--- src/rtl/display_pkg.sv ---
// display_pkg: shared constants and types for the BCD display driver.
//   SEG_BLANK / SEG_DASH : active-low 7-segment patterns (bit order gfedcba)
//   state_t              : conversion FSM states
//   cnt_width()          : bit-counter width needed to count WIDTH shifts
package display_pkg;

  localparam logic [6:0] SEG_BLANK = 7'b1111111;
  localparam logic [6:0] SEG_DASH  = 7'b0111111;

  typedef enum logic [1:0] {
    IDLE   = 2'd0,
    SHIFT  = 2'd1,
    UPDATE = 2'd2
  } state_t;

  // Counter width for the default 32-bit configuration; parameterised
  // instances size their counter with cnt_width().
  localparam int unsigned DEFAULT_WIDTH = 32;
  localparam int unsigned CNT_W         = $clog2(DEFAULT_WIDTH + 1);

  function automatic int unsigned cnt_width(input int unsigned w);
    return $clog2(w + 1);
  endfunction

endpackage

--- src/rtl/bcd_display_driver_dd_step.sv ---
// dd_step: one double-dabble iteration over DIGITS BCD digits.
//   i_bcd   : current scratch BCD digits, digit 0 in [3:0]
//   i_bit   : next binary bit shifted in at the bottom
//   o_bcd   : digits after add-3 correction and a 1-bit left shift
//   o_carry : bit shifted out of the top digit's MSB
module dd_step #(
  parameter int DIGITS = 5
) (
  input  logic [4*DIGITS-1:0] i_bcd,
  input  logic                i_bit,
  output logic [4*DIGITS-1:0] o_bcd,
  output logic                o_carry
);

  logic [4*DIGITS-1:0] w_adj;

  // A digit >= 5 would become >= 10 after doubling; adding 3 first makes the
  // shift carry the excess into the next digit.
  always_comb begin
    w_adj = i_bcd;
    for (int d = 0; d < DIGITS; d++) begin
      if (i_bcd[4*d +: 4] >= 4'd5) begin
        w_adj[4*d +: 4] = i_bcd[4*d +: 4] + 4'd3;
      end
    end
  end

  assign {o_carry, o_bcd} = {w_adj, i_bit};

endmodule

--- src/rtl/seg7.sv ---
// seg7: nibble to 7-segment decoder, active-low, bit order gfedcba.
//   i_nibble : 4-bit value 0..F
//   o_seg    : segment pattern (0 -> 7'b1000000)
module seg7 (
  input  logic [3:0] i_nibble,
  output logic [6:0] o_seg
);

  always_comb begin
    o_seg = 7'b1111111;
    case (i_nibble)
      4'h0: o_seg = 7'b1000000;
      4'h1: o_seg = 7'b1111001;
      4'h2: o_seg = 7'b0100100;
      4'h3: o_seg = 7'b0110000;
      4'h4: o_seg = 7'b0011001;
      4'h5: o_seg = 7'b0010010;
      4'h6: o_seg = 7'b0000010;
      4'h7: o_seg = 7'b1111000;
      4'h8: o_seg = 7'b0000000;
      4'h9: o_seg = 7'b0010000;
      4'hA: o_seg = 7'b0001000;
      4'hB: o_seg = 7'b0000011;
      4'hC: o_seg = 7'b1000110;
      4'hD: o_seg = 7'b0100001;
      4'hE: o_seg = 7'b0000110;
      4'hF: o_seg = 7'b0001110;
      default: o_seg = 7'b1111111;
    endcase
  end

endmodule

--- src/rtl/bcd_display_driver.sv ---
// bcd_display_driver: iterative binary-to-BCD converter with 7-segment drive.
//   clk, rst   : clock, synchronous active-high reset
//   value      : unsigned number, sampled with hex_mode when load is accepted
//   load       : request pulse, accepted only in IDLE (dropped while busy)
//   hex_mode   : 1 = hex nibbles, 0 = decimal
//   busy       : conversion in progress
//   done       : one-cycle pulse when bcd/overflow/seg have been updated
//   overflow   : value does not fit in DIGITS digits
//   bcd        : digit nibbles, digit 0 in [3:0]
//   seg        : active-low segments, digit i in [7i+6:7i], gfedcba
//   dbg_state  : current FSM state, for observation only
// Handshake: load is a request without backpressure; it is taken on any
// clock edge where the FSM is IDLE (including the cycle done is high) and
// ignored otherwise. done marks the single cycle in which new results
// first appear; outputs then hold until the next done.
module bcd_display_driver
  import display_pkg::*;
#(
  parameter int WIDTH         = 32,
  parameter int DIGITS        = 5,
  parameter int BLANK_LEADING = 1
) (
  input  logic                clk,
  input  logic                rst,
  input  logic [WIDTH-1:0]    value,
  input  logic                load,
  input  logic                hex_mode,
  output logic                busy,
  output logic                done,
  output logic                overflow,
  output logic [4*DIGITS-1:0] bcd,
  output logic [7*DIGITS-1:0] seg,
  output logic [1:0]          dbg_state
);

  localparam int CW = cnt_width(WIDTH);

  state_t              r_state;
  state_t              w_next;
  logic [WIDTH-1:0]    r_shift;
  logic [4*DIGITS-1:0] r_scratch;
  logic                r_sticky;
  logic                r_mode;
  logic [CW-1:0]       r_cnt;
  logic                r_busy;
  logic                r_done;
  logic                r_ovf;
  logic [4*DIGITS-1:0] r_bcd;
  logic [7*DIGITS-1:0] r_seg;

  logic [4*DIGITS-1:0] w_step_bcd;
  logic                w_step_carry;
  logic                w_last_bit;

  dd_step #(.DIGITS(DIGITS)) u_dd_step (
    .i_bcd   (r_scratch),
    .i_bit   (r_shift[WIDTH-1]),
    .o_bcd   (w_step_bcd),
    .o_carry (w_step_carry)
  );

  assign w_last_bit = (r_cnt == CW'(WIDTH - 1));

  // State register
  always_ff @(posedge clk) begin
    if (rst) r_state <= IDLE;
    else     r_state <= w_next;
  end

  // Next-state logic
  always_comb begin
    w_next = r_state;
    case (r_state)
      IDLE:    if (load) w_next = hex_mode ? UPDATE : SHIFT;
      SHIFT:   if (w_last_bit) w_next = UPDATE;
      UPDATE:  w_next = IDLE;
      default: w_next = IDLE;
    endcase
  end

  // Result selection. Hex mode never shifts, so r_shift still holds the
  // captured value; zero-extension covers WIDTH < 4*DIGITS.
  logic [4*DIGITS+WIDTH-1:0] w_ext;
  logic [4*DIGITS-1:0]       w_res_bcd;
  logic                      w_res_ovf;
  logic [7*DIGITS-1:0]       w_dec_seg;
  logic [7*DIGITS-1:0]       w_res_seg;
  logic [DIGITS-1:0]         w_lz;

  assign w_ext     = {{(4*DIGITS){1'b0}}, r_shift};
  assign w_res_bcd = r_mode ? w_ext[4*DIGITS-1:0] : r_scratch;
  assign w_res_ovf = r_mode ? (|w_ext[4*DIGITS+WIDTH-1:4*DIGITS]) : r_sticky;

  for (genvar gi = 0; gi < DIGITS; gi++) begin : g_digit
    seg7 u_seg7 (
      .i_nibble (w_res_bcd[4*gi +: 4]),
      .o_seg    (w_dec_seg[7*gi +: 7])
    );
  end

  // w_lz[i]: digit i and every digit above it are zero.
  always_comb begin
    w_lz = '0;
    w_lz[DIGITS-1] = (w_res_bcd[4*(DIGITS-1) +: 4] == 4'd0);
    for (int i = DIGITS - 2; i >= 0; i--) begin
      w_lz[i] = w_lz[i+1] && (w_res_bcd[4*i +: 4] == 4'd0);
    end
  end

  // Dash beats blanking; digit 0 is never blanked so zero shows as "0".
  always_comb begin
    w_res_seg = w_dec_seg;
    for (int i = 0; i < DIGITS; i++) begin
      if (w_res_ovf) begin
        w_res_seg[7*i +: 7] = SEG_DASH;
      end else if ((BLANK_LEADING != 0) && (i > 0) && w_lz[i]) begin
        w_res_seg[7*i +: 7] = SEG_BLANK;
      end
    end
  end

  // Datapath and output registers
  always_ff @(posedge clk) begin
    if (rst) begin
      r_shift   <= '0;
      r_scratch <= '0;
      r_sticky  <= 1'b0;
      r_mode    <= 1'b0;
      r_cnt     <= '0;
      r_busy    <= 1'b0;
      r_done    <= 1'b0;
      r_ovf     <= 1'b0;
      r_bcd     <= '0;
      r_seg     <= {DIGITS{SEG_BLANK}};
    end else begin
      r_done <= 1'b0;
      case (r_state)
        IDLE: begin
          if (load) begin
            r_shift   <= value;
            r_mode    <= hex_mode;
            r_scratch <= '0;
            r_sticky  <= 1'b0;
            r_cnt     <= '0;
            r_busy    <= 1'b1;
          end
        end
        SHIFT: begin
          r_scratch <= w_step_bcd;
          r_shift   <= {r_shift[WIDTH-2:0], 1'b0};
          r_sticky  <= r_sticky | w_step_carry;
          r_cnt     <= r_cnt + CW'(1);
        end
        UPDATE: begin
          r_bcd  <= w_res_bcd;
          r_ovf  <= w_res_ovf;
          r_seg  <= w_res_seg;
          r_done <= 1'b1;
          r_busy <= 1'b0;
        end
        default: ;
      endcase
    end
  end

  assign busy      = r_busy;
  assign done      = r_done;
  assign overflow  = r_ovf;
  assign bcd       = r_bcd;
  assign seg       = r_seg;
  assign dbg_state = r_state;

endmodule

--- config.mk ---
export PLATFORM = sky130hd
export DESIGN_NAME = bcd_display_driver
export DESIGN_NICKNAME = d
export VERILOG_FILES = /design/src/rtl/display_pkg.sv /design/src/rtl/bcd_display_driver_dd_step.sv /design/src/rtl/seg7.sv /design/src/rtl/bcd_display_driver.sv
export SDC_FILE = /design/constraint.sdc
export NUM_CORES = 1
export LEC_CHECK = 0
export ABC_AREA = 1
export CORE_AREA = 2 2 110 112
export DETAILED_ROUTE_END_ITERATION = 8
export DIE_AREA = 0 0 112 114
export PLACE_DENSITY = 0.89
export SLEW_MARGIN = 10
export SYNTH_ARGS = -nofsm -noshare
export SYNTH_HDL_FRONTEND = slang
export SYNTH_SLANG_ARGS = --single-unit
--- constraint.sdc ---
create_clock -name clk -period 4.1 [get_ports clk]
set_input_delay 0.82 -clock clk [delete_from_list [all_inputs] [get_ports clk]]
set_output_delay 0.82 -clock clk [all_outputs]
set_load 0.005 [all_outputs]
# Word level (Yosys, flattened, before mapping)
# Memory sizes are Yosys's and may differ from the RTL's.
# Cells that the tools add are included.
# totals
input_bits,36
word_cells,79
mem_bits_ro,560
memories,5
regBits,120
# classes
n_mux,31
n_reduce_logical,15
n_addsub,6
bitwise,1
n_eq_ne,5
n_lt_le_gt_ge,5
# memory_table
memory,depth,width,read_ports,rd_clocked_by_memory_dff,wr,line,source
(no name shown),16,7,1,0,0,seg7.sv:11,case (i_nibble)
(no name shown),16,7,1,0,0,seg7.sv:11,
(no name shown),16,7,1,0,0,seg7.sv:11,
(no name shown),16,7,1,0,0,seg7.sv:11,
(no name shown),16,7,1,0,0,seg7.sv:11,
# ops
op,count
one-hot mux 32 bit (2 select lines),1
two-way mux 7 bit,9
two-way mux 20 bit,2
one-hot mux 20 bit (2 select lines),1
two-way mux 32 bit,1
"adder 4 x 2 -> 4 bit, second input constant",5
">= comparator 4 x 3 -> 1 bit, second input constant",5
two-way mux 4 bit,5
logical NOT 4 bit,4
one-hot mux 6 bit (2 select lines),1
OR reduction 12 bit,1
AND reduction 2 bit,4
"adder 6 x 1 -> 6 bit, second input constant",1
"== test 6 x 5 -> 1 bit, second input constant",1
two-way mux 2 bit,3
two-way mux 6 bit,1
two-way mux 1 bit,4
"inequality test 2 bit, second input constant",2
one-hot mux 1 bit (2 select lines),2
one-hot mux 2 bit (2 select lines),1
nonzero test 2 bit,2
logical AND 1 bit,3
"== test 2 x 1 -> 1 bit, second input constant",1
"== test 2 bit, second input constant",1
other kinds (2),2

# Depth between registers and ports, before layout
# Gate-level depths: netlist (run 1).
# logic_depth
ltp_word,7
ltp_mapped,15
ltp_nobuf,13

# Hierarchy
# From an unflattened synthesis (run 1), not the netlist that was laid out.
# unflattened
hier_cells,1030
hier_area_um2,7108.1
# modules_own_cells
module,area_per_inst_um2,instances,cells_each
bcd_display_driver,5122.4,1,675
seg7 (g_digit[0].u_seg7 ...),274.0,3,49
dd_step,608.1,1,110
seg7 (g_digit[2].u_seg7 ...),277.8,2,49

# Worst setup path after synthesis (run 1)
# No wires, ideal clock.
# synth_timing
kind,register to register
startpoint,reg r_mode
endpoint,"reg r_seg[26], in the netlist seg[26]"
arrival_time_ns,1.744
period_less_slack_ns,1.860
path_stages_with_launch,12
path_slack_ns,2.240
path_buffers,2
path_cell_list,dfxtp_1 buf_6 buf_6 o21ai_1 inv_1 ha_1 nand2_2 nor2_4 nand2_1 nand2_1 o21ai_1 nand2_1
# synth_between
elab_chain_len,5
word_cells_on_any_way,8
# synth_rtl
item,line,source
start: declaration,bcd_display_driver.sv:43,logic r_mode;
start signal: assignment,bcd_display_driver.sv:141,r_mode <= hex_mode;
two-way mux 20 bit,bcd_display_driver.sv:91,assign w_res_bcd = r_mode ? w_ext[4*DIGITS-1:0] : r_scratch;
via g_digit[4].u_seg7.i_nibble[0],seg7.sv:5,"input logic [3:0] i_nibble,"
logical NOT 4 bit,bcd_display_driver.sv:104,w_lz[DIGITS-1] = (w_res_bcd[4*(DIGITS-1) +: 4] == 4'd0);
logical AND 1 bit,bcd_display_driver.sv:106,w_lz[i] = w_lz[i+1] && (w_res_bcd[4*i +: 4] == 4'd0);
two-way mux 7 bit,bcd_display_driver.sv:116,end else if ((BLANK_LEADING != 0) && (i > 0) && w_lz[i]) begin
two-way mux 7 bit,bcd_display_driver.sv:114,if (w_res_ovf) begin
end signal: assignment,bcd_display_driver.sv:134,r_seg <= {DIGITS{SEG_BLANK}};
end signal: assignment,bcd_display_driver.sv:157,r_seg <= w_res_seg;
end: declaration,bcd_display_driver.sv:49,logic [7*DIGITS-1:0] r_seg;
# The timed path passes the listed nets, and every way through them passes these cells.
# A chain may end at the register's enable or synchronous reset.

# Worst setup path in the final report (run 1)
# layout_timing
startpoint,reg r_mode
endpoint,"reg r_seg[9], in the netlist seg[9]"
# layout_between
elab_chain_len,7
word_cells_on_any_way,12
# layout_rtl
item,line
two-way mux 20 bit,bcd_display_driver.sv:91
via g_digit[4].u_seg7.i_nibble[0],seg7.sv:5
logical NOT 4 bit,bcd_display_driver.sv:104
logical AND 1 bit (3 in a row),bcd_display_driver.sv:106
two-way mux 7 bit,bcd_display_driver.sv:116
two-way mux 7 bit,bcd_display_driver.sv:114
# The timed path passes the listed nets, and every way through them passes these cells.

==> results_dict.tcl, run 1 <==
set metrics [dict create \
    period_needed_ns 2.66 \
    leakagePower_nw 3.40 \
    synth_seq_area_share 0.354 \
    filler_cell_count 966 \
    cts_tree "done" \
    maximum_number_of_pins_on_one_net_before_global_route_repair 69 \
    critical-path-slowest-cell "sky130_fd_sc_hd__dfxtp_2" \
    critical_path_class "reg2reg" \
    antennaDiodeCount 0 \
    setup.worst_path.start_class "flip-flop" \
    maxCapViolations 0 \
    worst-slew-pin-transition_ns 0.954 \
    post_dp_hpwl_um 11700 \
    critPathArrivalTime_ns 3.02 \
    avgSynthCellArea_um2 7.01 \
    area_of_the_core_region_mm2 0.0117 \
    antenna_violations_before_repair 0 \
    routed_wire_length_per_instance_um 14.3 \
    groute.usage.overall 0.267 \
    rsz0062_at_grt "false" \
    cts.path.max_buffers 2 \
    ff_latch_area_mm2 0.00240 \
    num-nets-final 1119 \
    p_clk_frac 0.401 \
    floorplan.rows 40 \
    clk_pin_slew_worst_paths_ns 0.05 \
    timing.final.max_slew_violations 0 \
    power_per_cell_area_mw_per_mm2 403 \
    flow.area_growth_from_synthesis_pct 21.3 \
    achievable-frequency_mhz 376 \
    clock_latency_ns 0.42 \
    critPathBufInv 1 \
    postCtsHoldBufs 0 \
    placed_cells_incl_taps 1167 \
    drive_gt1_frac 0.0763 \
    seqPwrFrac 0.401 \
    post-route-drc-count 0 \
    synth.net_count 1047 \
    worstPathCellList "o21ai_1 > inv_1 > ha_1 > nand3_2 > nor2_2 > nand3_2 > nand2_1 > nand2_1 > nand2_1" \
    io_pins 96 \
    first_global_vias 6074 \
    drt_pre_antenna_iters 5 \
    worstPathRequired_ns 4.46 \
    vias_per_cell 5.65 \
    detail_route.wirelength_um 17100 \
    cell_internal_pwr_mw 2.36 \
    peakVddDrop_uv 266 \
    cts-root-buf "sky130_fd_sc_hd__clkbuf_16" \
    critPathCaptureType "flip-flop" \
    status "finished, final reports clean" \
    grt_pass1_wl_um 28100 \
    postCtsSetupBuffers 0 \
    gr-total-overflow 0 \
    floorplan.initialDensity 0.579 \
    pwr-share-comb 0.197 \
    clock-skew-final_ns 0.00549 \
    globalplace.congestion 0.901 \
    synthesis.yosys.warnings 0 \
    io_buffers 95 \
    hold_vio_cnt_final 0 \
    chipHeight_um 114 \
    cts_num_sinks 120 \
    stdcell_count 1195 \
    timing.hold.worst.class "reg2reg" \
    critical_path.top_delay_family "flip-flops" \
    die-area_mm2 0.0128 \
    die_x_um 112 \
    path_common_cell "sky130_fd_sc_hd__nand2_1" \
    area_of_combinational_cells_with_multiple_inputs_mm2 0.00377 \
    setup-tns-final_ns 0 \
    max_slew_margin 0.364 \
    ctsHtreeMaxLevel 4 \
    cts_resized 0 \
    postRouteAntennaNets 0 \
    ys_types 37 \
    finalSetupViolations 0 \
    crit_path_max_fo 45 \
    post_synth_instance_area_mm2 0.00678 \
    dr.first_iter.drc_count 667 \
    timing.critical_path.slowest_cell_delay_ns 0.95 \
    swShare 0.289 \
    power.net_switching_uw 958 \
    ys_seq_elements 120 \
    finalCritPeriodShare 0.648 \
    synth_cells 967 \
    vias_post_dr 6757 \
    cts_made_buffers 17 \
]
[per-layer routing]
| layer | wire length (µm) | global-route usage |
|---|---|---|
| met5 | 0 | 0 |
| met4 | 365 | 0.104 |
| met3 | 1100 | 0.0563 |
| met2 | 8020 | 0.440 |
| met1 | 7610 | 0.346 |
[worst min-delay path: cells and delay by family (launching register included)]
kind                   cells  cell delay [ns]
buffers and inverters      1             0.05
DFF                        1             0.32
AOI/OAI and AO/OA          1             0.05
[stage by stage]
step                utilization  hold slack (ns)  total power, mW  worst slack (ns)  area, µm²
detailed placement        0.658            0.451             2.00              1.50       7710
finish                    0.703            0.464             3.32              1.44       8230
CTS                       0.703            0.462             3.32              1.49       8230
global route              0.703            0.477             3.46              1.23       8230
global placement          0.658            0.449             1.98              1.65       7710
floorplan                     -            0.437             1.77              2.24       6780
[final cells by class]
type                    instances  area share
well taps                     147      0.0224
clock inverters                 4     0.00243
clock buffers                  24      0.0610
inverters                      93      0.0430
repair buffers                102       0.121
multi-input cells             705       0.458
flip-flops and latches        120       0.292
[path summary, 6_finish.rpt]
check	from	end	slack (ns)	cells after the start
worst min register to register	r_shift[23]	r_shift[23]	0.46	2
worst max register to register	r_mode	seg[9]	1.44	9
worst min-delay path	r_shift[23]	r_shift[23]	0.46	2
worst max-delay path	r_mode	seg[9]	1.44	9
[power by group through the flow]
stage / Combinational [mW] / Clock [mW] / Sequential (mW)
5_1_grt: 0.726 / 1.39 / 1.34
2_1_floorplan: 0.443 / 0 / 1.33
4_1_cts: 0.648 / 1.34 / 1.33
6_report: 0.654 / 1.33 / 1.33
3_3_place_gp: 0.631 / 0 / 1.35
3_5_place_dp: 0.644 / 0 / 1.35
[sequential cells by signal, indices dropped and copies added, names as in the netlist]
name	count
seg	35
r_shift	32
bcd	20
r_scratch	20
r_cnt	6
dbg_state	2
busy	1
done	1
overflow	1
r_mode	1
r_sticky	1
[synthesized netlist by cell type]
cell | n | area [µm²]
sky130_fd_sc_hd__nand2_1 | 263 | 987
sky130_fd_sc_hd__a21oi_1 | 125 | 626
sky130_fd_sc_hd__dfxtp_1 | 120 | 2400
sky130_fd_sc_hd__inv_1 | 86 | 323
sky130_fd_sc_hd__nand3_1 | 59 | 295
sky130_fd_sc_hd__o21ai_0 | 52 | 260
sky130_fd_sc_hd__nor2_1 | 50 | 188
sky130_fd_sc_hd__ha_1 | 44 | 551
sky130_fd_sc_hd__o221ai_1 | 31 | 272
sky130_fd_sc_hd__clkbuf_1 | 25 | 93.8
sky130_fd_sc_hd__buf_2 | 12 | 60.1
sky130_fd_sc_hd__o21ai_1 | 12 | 60.1
sky130_fd_sc_hd__nand2_2 | 10 | 62.6
sky130_fd_sc_hd__nand4_1 | 9 | 56.3
sky130_fd_sc_hd__o21ai_2 | 9 | 78.8
sky130_fd_sc_hd__buf_6 | 6 | 67.6
sky130_fd_sc_hd__or2_2 | 6 | 37.5
sky130_fd_sc_hd__nor3_1 | 5 | 25.0
sky130_fd_sc_hd__nand3_2 | 4 | 40.0
sky130_fd_sc_hd__nor2_2 | 4 | 25.0
sky130_fd_sc_hd__o211ai_1 | 4 | 30.0
sky130_fd_sc_hd__xor2_1 | 4 | 35.0
sky130_fd_sc_hd__buf_1 | 3 | 11.3
sky130_fd_sc_hd__inv_2 | 3 | 11.3
sky130_fd_sc_hd__nand2_4 | 3 | 33.8
sky130_fd_sc_hd__buf_4 | 2 | 15.0
sky130_fd_sc_hd__clkinv_1 | 2 | 7.51
sky130_fd_sc_hd__inv_4 | 2 | 12.5
sky130_fd_sc_hd__nand3b_1 | 2 | 15.0
sky130_fd_sc_hd__nor2_4 | 2 | 22.5
sky130_fd_sc_hd__nor3b_1 | 2 | 15.0
sky130_fd_sc_hd__a211oi_1 | 1 | 7.51
sky130_fd_sc_hd__a31oi_1 | 1 | 6.26
sky130_fd_sc_hd__buf_12 | 1 | 20.0
sky130_fd_sc_hd__o21a_1 | 1 | 7.51
sky130_fd_sc_hd__o21ai_4 | 1 | 16.3
sky130_fd_sc_hd__or2_1 | 1 | 6.26
[logic make-up after synthesis]
kind of cell | count (synthesis) | share of synthesized area
compound gates | 237 | 0.201
xor+xnor | 4 | 0.00516
fa+ha+maj | 44 | 0.0812
buf+inv | 142 | 0.0917
flops | 120 | 0.354
simple gates | 420 | 0.267
[layout by cell type, fill, tap and decap left out, types with 4 or more instances in the layout]
cell and n:
sky130_fd_sc_hd__nand2_1 263, sky130_fd_sc_hd__a21oi_1 125, sky130_fd_sc_hd__dfxtp_1 119, sky130_fd_sc_hd__clkdlybuf4s50_1 94, sky130_fd_sc_hd__inv_1 86, sky130_fd_sc_hd__nand3_1 59, sky130_fd_sc_hd__o21ai_0 52, sky130_fd_sc_hd__nor2_1 49
sky130_fd_sc_hd__ha_1 44, sky130_fd_sc_hd__o221ai_1 31, sky130_fd_sc_hd__clkbuf_16 17, sky130_fd_sc_hd__o21ai_1 12, sky130_fd_sc_hd__nand2_2 10, sky130_fd_sc_hd__o21ai_2 9, sky130_fd_sc_hd__nand4_1 9, sky130_fd_sc_hd__buf_4 7
sky130_fd_sc_hd__or2_2 6, sky130_fd_sc_hd__nor3_1 5, sky130_fd_sc_hd__clkbuf_8 5, sky130_fd_sc_hd__nor2_2 4, sky130_fd_sc_hd__nand3_2 4, sky130_fd_sc_hd__o211ai_1 4, sky130_fd_sc_hd__xor2_1 4, sky130_fd_sc_hd__clkinv_2 4
No activity file was read; power rests on OpenSTA's default activity.
==> run 2, diff against run 1 <==
Settings changed: CORE_AREA 2 2 110 112 to 2 2 120 122, DIE_AREA 0 0 112 114 to 0 0 122 124, PLACE_DENSITY 0.89 to 0.8.
Clock period 4.1 ns to 2.35 ns, I/O delays scaled along.
==> run 2 against run 1 <==
Compared with the run above: combinational power is 82% higher; sequential power is 74% higher; global-route usage is 2.9 points lower; sequential share of layout area is 0.85 points lower; clock skew is 0.00084 ns higher; fmax is 21% higher; final cell count is 3.7% higher; flip-flop and latch count stayed put; worst setup slack worse by 1.3 ns; critical endpoint is now seg[26]; largest power group is now the clock network.
==> results_dict.tcl, run 2 (synthesis results as in run 1) <==
set metrics [dict create \
    report.power.total_mw 6.30 \
    maximum_number_of_pins_on_one_net_before_global_route_repair 71 \
    finalCritPeriodShare 0.935 \
    worstPathRequired_ns 2.66 \
    holdPathEnd "r_shift[21]" \
    leakagePower_nw 3.50 \
    worst-r2r-cell-count 10 \
    period_needed_ns 2.20 \
    die_x_um 122 \
    crit_path_max_fo 7 \
    flow.area_growth_from_synthesis_pct 25.0 \
    grt_pass1_wl_um 28400 \
    detail_route.wirelength_um 17500 \
    max_slew_margin 0.509 \
    clock-skew-final_ns 0.00633 \
    setup.worst_path.start_class "flip-flop" \
    peakVddDrop_uv 500 \
    worst-path-stages 10 \
    dr.first_iter.drc_count 727 \
    area_of_the_core_region_mm2 0.0137 \
    postRouteAntennaNets 0 \
    drt_pre_antenna_iters 5 \
    critical-path-slowest-cell "sky130_fd_sc_hd__dfxtp_1" \
    gr-total-overflow 0 \
    worst_hold_stages 2 \
    num-nets-final 1127 \
    final_cell_mix "sky130_fd_sc_hd__nand2_1 (263), sky130_fd_sc_hd__a21oi_1 (125), sky130_fd_sc_hd__dfxtp_1 (119), sky130_fd_sc_hd__clkdlybuf4s50_1 (94), sky130_fd_sc_hd__inv_1 (86)" \
    worst-slew-pin-transition_ns 0.736 \
    path_common_cell "sky130_fd_sc_hd__nand2_1" \
    power_per_cell_area_mw_per_mm2 743 \
    min-delay-start "r_shift[21]" \
    cts_made_buffers 17 \
    status "finished, final reports clean" \
    routed_wire_length_per_instance_um 14.1 \
    fin_hold_ws_ns 0.462 \
    timing.hold.worst.class "reg2reg" \
    floorplan.initialDensity 0.494 \
    postCtsSetupBuffers 0 \
    layout.cells.most_common "sky130_fd_sc_hd__nand2_1" \
    first_global_vias 5872 \
    floorplan.rows 43 \
    critical_path_class "reg2reg" \
    cts_num_sinks 120 \
    maxCapViolations 0 \
    antenna_violations_before_repair 0 \
    postCtsHoldBufs 0 \
    timing.final.max_slew_violations 0 \
    critical_path.top_delay_family "simple AND/OR/NAND/NOR gates" \
    ctsHtreeMaxLevel 4 \
    clock_latency_ns 0.43 \
    io_pins 96 \
    vias_post_dr 6683 \
    io_buffers 95 \
    globalplace.congestion 0.966 \
    timing.critical_path.slowest_cell_delay_ns 0.39 \
    critPathCaptureType "flip-flop" \
    cts_tree "done" \
    post-route-drc-count 0 \
    rsz0062_at_grt "false" \
    finalSetupViolations 0 \
    achievable-frequency_mhz 455 \
    groute.usage.overall 0.238 \
    cts-root-buf "sky130_fd_sc_hd__clkbuf_16" \
    chipHeight_um 124 \
    drive_gt1_frac 0.0859 \
    cts_resized 0 \
    critPathArrivalTime_ns 2.51 \
    critPathBufInv 2 \
    ff2ff_setup_slack_ns 0.15 \
    worstPathCellList "inv_1 > o21ai_1 > inv_1 > ha_1 > nand2_2 > nor2_4 > nand2_1 > nand2_1 > o21ai_1 > nand2_1" \
    setup-tns-final_ns 0 \
    timing.rr.end "seg[26]" \
    post_dp_hpwl_um 11900 \
    largest_register_ff_count 35 \
    antennaDiodeCount 0 \
    cts.path.max_buffers 2 \
    worst_r2r_startpoint "r_scratch[16]" \
    clk_pin_slew_worst_paths_ns 0.05 \
    hold_vio_cnt_final 0 \
    vias_per_cell 5.39 \
    die-area_mm2 0.0151 \
]
-- run 2: per-layer routing --
| metal | routed length, µm | global-route usage |
|---|---|---|
| met5 | 0 | 0 |
| met4 | 390 | 0.0920 |
| met3 | 1000 | 0.0490 |
| met2 | 7730 | 0.360 |
| met1 | 8390 | 0.334 |
-- run 2: cell type report --
class,instances,area (µm²)
well taps,180,225
clock inverters,8,143
clock buffers,23,488
fillers,1207,5240
inverters,93,354
repair buffers,110,1100
multi-input cells,705,3770
flip-flops and latches,120,2400
-- run 2: worst max path at each step --
| stage | start | endpoint | slack, ns |
|---|---|---|---|
| detailed placement | r_scratch[16] | seg[26] | 0.25 |
| global placement | r_mode | seg[3] | 0.32 |
| global route | r_mode | seg[19] | 0.01 |
| finish | r_scratch[16] | seg[26] | 0.15 |
| floorplan | r_mode | seg[26] | 0.49 |
| CTS | r_scratch[16] | seg[26] | 0.21 |
-- run 2: worst register-to-register path, delay by kind of cell (launching register included) --
kind	cells	cell delay [ns]
flip-flops	1	0.39
adder cells (fa/ha/maj)	1	0.33
AO/OA/AOI/OAI	2	0.50
buffers and inverters	2	0.35
AND/OR/NAND/NOR	5	0.51
-- run 2: through the flow --
stage / cell area, µm² / instances / utilization / worst slack (ns)
floorplan: 6780 / 967 / - / 0.490
global placement: 7850 / 1208 / 0.572 / 0.322
detailed placement: 7850 / 1208 / 0.572 / 0.251
CTS: 8480 / 1239 / 0.618 / 0.206
global route: 8480 / 1239 / 0.618 / 0.0129
finish: 8480 / 1239 / 0.618 / 0.152
-- run 2: where the power goes --
group / internal [mW] / leakage (nW) / switching, mW / total, mW
Clock: 1.87 / 0.309 / 0.928 / 2.80
Sequential: 2.20 / 0.983 / 0.110 / 2.31
Combinational: 0.498 / 2.20 / 0.696 / 1.19
Total: 4.57 / 3.50 / 1.73 / 6.30
